**config.mk**
```make
export PLATFORM = sky130hd
export DESIGN_NAME = fft_peak_detect
export DESIGN_NICKNAME = d
export VERILOG_FILES = /design/src/rtl/fft_peak_detect.sv
export SDC_FILE = /design/constraint.sdc
export NUM_CORES = 1
export LEC_CHECK = 0
export CELL_PAD_IN_SITES_DETAIL_PLACEMENT = 0
export CELL_PAD_IN_SITES_GLOBAL_PLACEMENT = 1
export CORE_MARGIN = 4
export CORE_UTILIZATION = 39
export DETAILED_ROUTE_END_ITERATION = 10
export PLACE_DENSITY = 0.81
export SKIP_CTS_REPAIR_TIMING = 1
export SLEW_MARGIN = 10
export SYNTH_ARGS = -nofsm -noshare
export SYNTH_HDL_FRONTEND = slang
export SYNTH_SLANG_ARGS = --single-unit
```
**constraint.sdc**
```tcl
create_clock -name clk -period 2.27 [get_ports clk]
set_input_delay 0.454 -clock clk [delete_from_list [all_inputs] [get_ports clk]]
set_output_delay 0.454 -clock clk [all_outputs]
set_load 0.05 [all_outputs]
```
**src/rtl/fft_peak_detect.sv**
```systemverilog
// fft_peak_detect
//   Watches the FFT master data stream and finds the strongest bin in
//   [BIN_LO, BIN_HI] over one armed frame. The magnitude of each bin is
//   approximated as |X| ~= max(|re|,|im|) + min(|re|,|im|)/2.
//
// Ports
//   clk           single clock
//   rst           synchronous, active-high reset
//   start         1-cycle arm pulse, honoured only in IDLE
//   s_tvalid      FFT output beat valid (no backpressure)
//   s_real/s_imag bin real / imaginary part, signed
//   s_index       bin index of this beat
//   s_blk_exp     FFT block exponent for this frame
//   busy          high while waiting for start-of-frame or accumulating
//   peak_valid    1-cycle pulse when the result outputs are updated
//   peak_index    bin with the largest magnitude
//   peak_mag      approximate magnitude of that bin, unsigned
//   peak_blk_exp  block exponent captured with the frame's last beat
//   frame_err     1-cycle pulse on an index discontinuity
module fft_peak_detect #(
  parameter int N_FFT  = 4096,
  parameter int DATA_W = 16,
  parameter int IDX_W  = 16,
  parameter int BIN_LO = 1,
  parameter int BIN_HI = 2047
) (
  input  logic                     clk,
  input  logic                     rst,
  input  logic                     start,
  input  logic                     s_tvalid,
  input  logic signed [DATA_W-1:0] s_real,
  input  logic signed [DATA_W-1:0] s_imag,
  input  logic [IDX_W-1:0]         s_index,
  input  logic [7:0]               s_blk_exp,
  output logic                     busy,
  output logic                     peak_valid,
  output logic [IDX_W-1:0]         peak_index,
  output logic [DATA_W-1:0]        peak_mag,
  output logic [7:0]               peak_blk_exp,
  output logic                     frame_err
);

  typedef enum logic [1:0] {IDLE, WAIT_SOF, ACC, DONE} state_t;

  localparam logic [IDX_W-1:0] LAST_IDX = IDX_W'(N_FFT - 1);
  localparam logic [IDX_W-1:0] LO_IDX   = IDX_W'(BIN_LO);
  localparam logic [IDX_W-1:0] HI_IDX   = IDX_W'(BIN_HI);

  // ---------------------------------------------------------------------
  // Magnitude pipeline (runs on every beat, independent of the FSM)
  // ---------------------------------------------------------------------
  // Negating the most negative value wraps to itself, whose unsigned
  // reading is exactly the wanted absolute value.
  logic [DATA_W-1:0] re_abs, im_abs;
  assign re_abs = s_real[DATA_W-1] ? unsigned'(-s_real) : unsigned'(s_real);
  assign im_abs = s_imag[DATA_W-1] ? unsigned'(-s_imag) : unsigned'(s_imag);

  logic              p1_vld_q, p2_vld_q;
  logic [DATA_W-1:0] p1_a_q, p1_b_q, p2_mag_q;
  logic [IDX_W-1:0]  p1_idx_q, p2_idx_q;
  logic [7:0]        p1_exp_q, p2_exp_q;
  logic [DATA_W-1:0] mag_d;

  // max + min/2 peaks at 32768 + 16384, which still fits DATA_W unsigned.
  assign mag_d = (p1_a_q >= p1_b_q) ? p1_a_q + (p1_b_q >> 1)
                                    : p1_b_q + (p1_a_q >> 1);

  // NOTE: sequential state uses non-blocking assignments so every register
  // samples pre-edge values regardless of statement order.
  always_ff @(posedge clk) begin
    if (rst) begin
      p1_vld_q <= 1'b0;
      p1_a_q   <= '0;
      p1_b_q   <= '0;
      p1_idx_q <= '0;
      p1_exp_q <= '0;
      p2_vld_q <= 1'b0;
      p2_mag_q <= '0;
      p2_idx_q <= '0;
      p2_exp_q <= '0;
    end else begin
      p1_vld_q <= s_tvalid;
      p1_a_q   <= re_abs;
      p1_b_q   <= im_abs;
      p1_idx_q <= s_index;
      p1_exp_q <= s_blk_exp;
      p2_vld_q <= p1_vld_q;
      p2_mag_q <= mag_d;
      p2_idx_q <= p1_idx_q;
      p2_exp_q <= p1_exp_q;
    end
  end

  // ---------------------------------------------------------------------
  // Frame FSM, fed from the end of the magnitude pipeline
  // ---------------------------------------------------------------------
  state_t            state_q, state_d;
  logic [DATA_W-1:0] best_mag_q, best_mag_d;
  logic [IDX_W-1:0]  best_idx_q, best_idx_d;
  logic [IDX_W-1:0]  exp_idx_q, exp_idx_d;
  logic              peak_valid_q, peak_valid_d;
  logic              frame_err_q, frame_err_d;
  logic [IDX_W-1:0]  peak_index_q, peak_index_d;
  logic [DATA_W-1:0] peak_mag_q, peak_mag_d;
  logic [7:0]        peak_blk_exp_q, peak_blk_exp_d;
  logic              in_range;

  assign in_range = (p2_idx_q >= LO_IDX) && (p2_idx_q <= HI_IDX);

  // NOTE: every variable gets a default at the top of always_comb, so no
  // path through the case statement can infer a latch.
  always_comb begin
    state_d        = state_q;
    best_mag_d     = best_mag_q;
    best_idx_d     = best_idx_q;
    exp_idx_d      = exp_idx_q;
    peak_valid_d   = 1'b0;
    frame_err_d    = 1'b0;
    peak_index_d   = peak_index_q;
    peak_mag_d     = peak_mag_q;
    peak_blk_exp_d = peak_blk_exp_q;

    unique case (state_q)
      IDLE: begin
        if (start) state_d = WAIT_SOF;
      end
      WAIT_SOF: begin
        if (p2_vld_q && p2_idx_q == '0) begin
          state_d    = ACC;
          best_mag_d = '0;
          best_idx_d = LO_IDX;
          exp_idx_d  = IDX_W'(1);
          // Only matters when the search range includes DC.
          if (in_range && p2_mag_q != '0) begin
            best_mag_d = p2_mag_q;
            best_idx_d = p2_idx_q;
          end
        end
      end
      ACC: begin
        if (p2_vld_q) begin
          if (p2_idx_q != exp_idx_q) begin
            // Partial result is dropped; this beat cannot open a new frame.
            frame_err_d = 1'b1;
            state_d     = WAIT_SOF;
          end else begin
            exp_idx_d = p2_idx_q + 1'b1;
            // Strict compare keeps the lower index on ties.
            if (in_range && p2_mag_q > best_mag_q) begin
              best_mag_d = p2_mag_q;
              best_idx_d = p2_idx_q;
            end
            if (p2_idx_q == LAST_IDX) begin
              peak_blk_exp_d = p2_exp_q;
              state_d        = DONE;
            end
          end
        end
      end
      DONE: begin
        peak_valid_d = 1'b1;
        peak_index_d = best_idx_q;
        peak_mag_d   = best_mag_q;
        state_d      = IDLE;
      end
      default: state_d = IDLE;
    endcase
  end

  always_ff @(posedge clk) begin
    if (rst) begin
      state_q        <= IDLE;
      best_mag_q     <= '0;
      best_idx_q     <= '0;
      exp_idx_q      <= '0;
      peak_valid_q   <= 1'b0;
      frame_err_q    <= 1'b0;
      peak_index_q   <= '0;
      peak_mag_q     <= '0;
      peak_blk_exp_q <= '0;
    end else begin
      state_q        <= state_d;
      best_mag_q     <= best_mag_d;
      best_idx_q     <= best_idx_d;
      exp_idx_q      <= exp_idx_d;
      peak_valid_q   <= peak_valid_d;
      frame_err_q    <= frame_err_d;
      peak_index_q   <= peak_index_d;
      peak_mag_q     <= peak_mag_d;
      peak_blk_exp_q <= peak_blk_exp_d;
    end
  end

  assign busy         = (state_q == WAIT_SOF) || (state_q == ACC);
  assign peak_valid   = peak_valid_q;
  assign frame_err    = frame_err_q;
  assign peak_index   = peak_index_q;
  assign peak_mag     = peak_mag_q;
  assign peak_blk_exp = peak_blk_exp_q;

endmodule

```
==> results.toml <==
[detailed_routing]
drt-met1-wl_um = 10800
wl_um = 21800
routed-wl-met2_um = 9810
vias = 7520
drtIter0Drc = 271
wl_met3_um = 848
ant_nets = 0
drc = 0
routedWlPerCell_um = 14.0
maxUsedRoutingLayer = "met4"
first_pass_iters = 5
avgViaCountPerCell = 4.83

[setup_path]
rr_startpoint = "best_mag_q[7]"
end_kind = "register"
timing.rr.end = "best_mag_q[8]"
arrival_ps = 2770
path_class = "reg2reg"
critPathLaunchType = "register"
r2r_slack_ps = -130
crit_path_cell_trace = "inv_1, ha_1, nand4_1, or4_4, a31oi_4, a211oi_4, buf_6, clkbuf_16, nor3_1, a31o_1"
r2r_cells = 10
cpMaxStageDelayCell = "or4_4"
startpoint = "best_mag_q[7]"
cp.required_ps = 2640
max_stage_delay_ps = 540
crit_path_max_fanout = 5

[finish]
layout.nets = 1359
final_cell_mix = "173 x dfxtp_1, 126 x buf_4, 123 x nor2_1"
fin_cells = 1558
layout_commonest_cell = "dfxtp_1"
n_antenna_cell = 0
area_delta_synth_final_pct = 39.9
drive_gt1_frac = 0.235
fin_area_um2 = 13000

[floorplan]
die_w_um = 162
core_um2 = 23400
row_count = 56
io_pins = 103
initial_core_util = 0.396
dieArea_um2 = 26300
die_h_um = 162

[timing]
drv_slew = 0
hold_viol_final = 0
grt_setup_unrepaired = "true"
tightest_slew_ps = 580
finClkSkew_ps = 13.4
tns_ps = -1850
period_needed_ps = 2400
clock.fmax_mhz = 416
fin_ws_ps = -135
slew_headroom = 0.613
setup_viol = 31
min_period_over_period = 1.06

[power]
switching_share = 0.304
seq_power_share = 0.411
p_switching_w = 0.00270
powerDensity_nw_per_um2 = 684
clockPowerShare = 0.316
p_leak_nw = 5.29
peakVddDrop_v = 0.000468
power.total_w = 0.00886
p_int_w = 0.00617
p_comb_frac = 0.273

[clocking]
htree_levels = 4
clk_latency_ps = 430
clk_root_buffer_cell = "clkbuf_16"
clkTransAtPathRegs_ps = 70
cts_tree = "yes"
cts_sinks = 190
numCtsBuffers = 17
clk_path_buf_depth = 2

[place]
place_ws_ps = -499
placed_area_um2 = 11500
numPortBuffers = 102
gp_congestion = 0.810
hpwl_um = 15400
post-place-cells = 1502

[global_route]
grt_max_degree = 60
overflow = 0
antenna_found_initial = 0
grt_pass1_vias = 6994
grt_pass1_wl_um = 33700
grt_usage = 0.154

[synth]
synth-edff-count = 0
yosys_warnings = 0
synth.area.top_cells = "dfxtp_1 41%, ha_1 9.6%, mux2i_1 5.4%, nor2_1 5.2%, xnor2_1 4.2%"
synth_largest_area_cell = "dfxtp_1"
synth_cell_types = 65
syn-cell-area_um2 = 9270
ys.flop_type = "dfxtp_1"
syn-num-nets = 1135
synth.top_cell.area_share = 0.411
async_flop_share = 0
ys_seq_elements = 190
synth-seq-area-share = 0.411
synthCells = 1002
syn_area_per_cell_um2 = 9.25

[hold_path]
hold_path_class = "in2reg"
hold_end = "p1_a_q[0]"
worstHoldStart = "s_real[0]"
hold_path_depth = 4

[run_status]
status = "complete, but fails checks"
violations = "negative setup slack"

[job]
drv_cap = 0
==> synthesized netlist by cell type (all sizes together) (3+ instances only) <==
library cell	n
buf	22
a31o	16
a21oi	24
mux2i	50
nand3	28
nand4	10
a221oi	3
ha	71
or4	5
nor2b	59
xor2	33
a211oi	12
o211ai	8
or2	4
inv	52
o41ai	3
nor4	7
nor2	128
and2	8
o21ai	28
a21o	18
or3	7
o31ai	8
and3	9
xnor2	44
clkbuf	23
nand2b	17
dfxtp	190
o21a	12
a31oi	3
a21boi	3
nor3	24
nand2	30
o2111ai	3
a22oi	15
==> stage by stage <==
step,hold slack (ps),utilization
floorplan,414,-
global placement,416,0.492
detailed placement,422,0.492
CTS,418,0.515
global route,423,0.554
finish,411,0.554
==> per-layer routing <==
metal  vias to the layer above  GRT usage
li1                       3920          -
met1                      3434      0.224
met2                       145      0.237
met3                        21     0.0279
met4                         0     0.0408
met5                         -          0
==> registers in the layout, indices dropped and copies added, names as in the netlist <==
signal        cells
best_idx_q       16
best_mag_q       16
exp_idx_q        16
p1_a_q           16
p1_b_q           16
p1_idx_q         16
p2_idx_q         16
p2_mag_q         16
peak_index       16
peak_mag         16
p1_exp_q          8
p2_exp_q          8
peak_blk_exp      8
state_q           2
frame_err         1
p1_vld_q          1
p2_vld_q          1
peak_valid        1
==> worst max-delay path, delay by kind of cell, from the launching register on <==
kind / cells / cell delay (ps)
adders and majority gates: 1 / 300
DFF: 1 / 360
buffers and inverters: 3 / 390
AOI/OAI and AO/OA: 3 / 420
and+or+nand+nor: 3 / 870
==> cells by family after synthesis <==
family / after synthesis / synth area share
mux: 51 / 0.0552
compound gates: 170 / 0.132
buf+inv: 97 / 0.0431
simple gates: 344 / 0.186
fa+ha+maj: 73 / 0.100
xor+xnor: 77 / 0.0728
flops: 190 / 0.411
==> how the worst max path moves through the flow <==
stage	end	slack, ps
after global routing	best_mag_q[8]	-220
after detailed placement	p1_a_q[13]	-500
after floorplan	best_mag_q[11]	9
after CTS	best_idx_q[0]	-340
final	best_mag_q[8]	-130
after global placement	p1_a_q[13]	-510
==> power groups by stage <==
stage	Sequential, W	Clock, W	Combinational, W
5_1_grt	0.00366	0.00302	0.00264
6_report	0.00364	0.00280	0.00242
2_1_floorplan	0.00367	0	0.00125
3_3_place_gp	0.00370	0	0.00197
3_5_place_dp	0.00370	0	0.00200
4_1_cts	0.00362	0.00287	0.00201
==> final cells by class <==
cell class | instances | area (um^2)
fill | 2069 | 10400
multi-input combinational | 715 | 5620
sequential | 190 | 3830
timing repair buffer | 250 | 2360
clock buffer | 20 | 447
tap | 319 | 399
inverter | 52 | 195
clock inverter | 12 | 101
No activity file was read; power rests on OpenSTA's default activity.
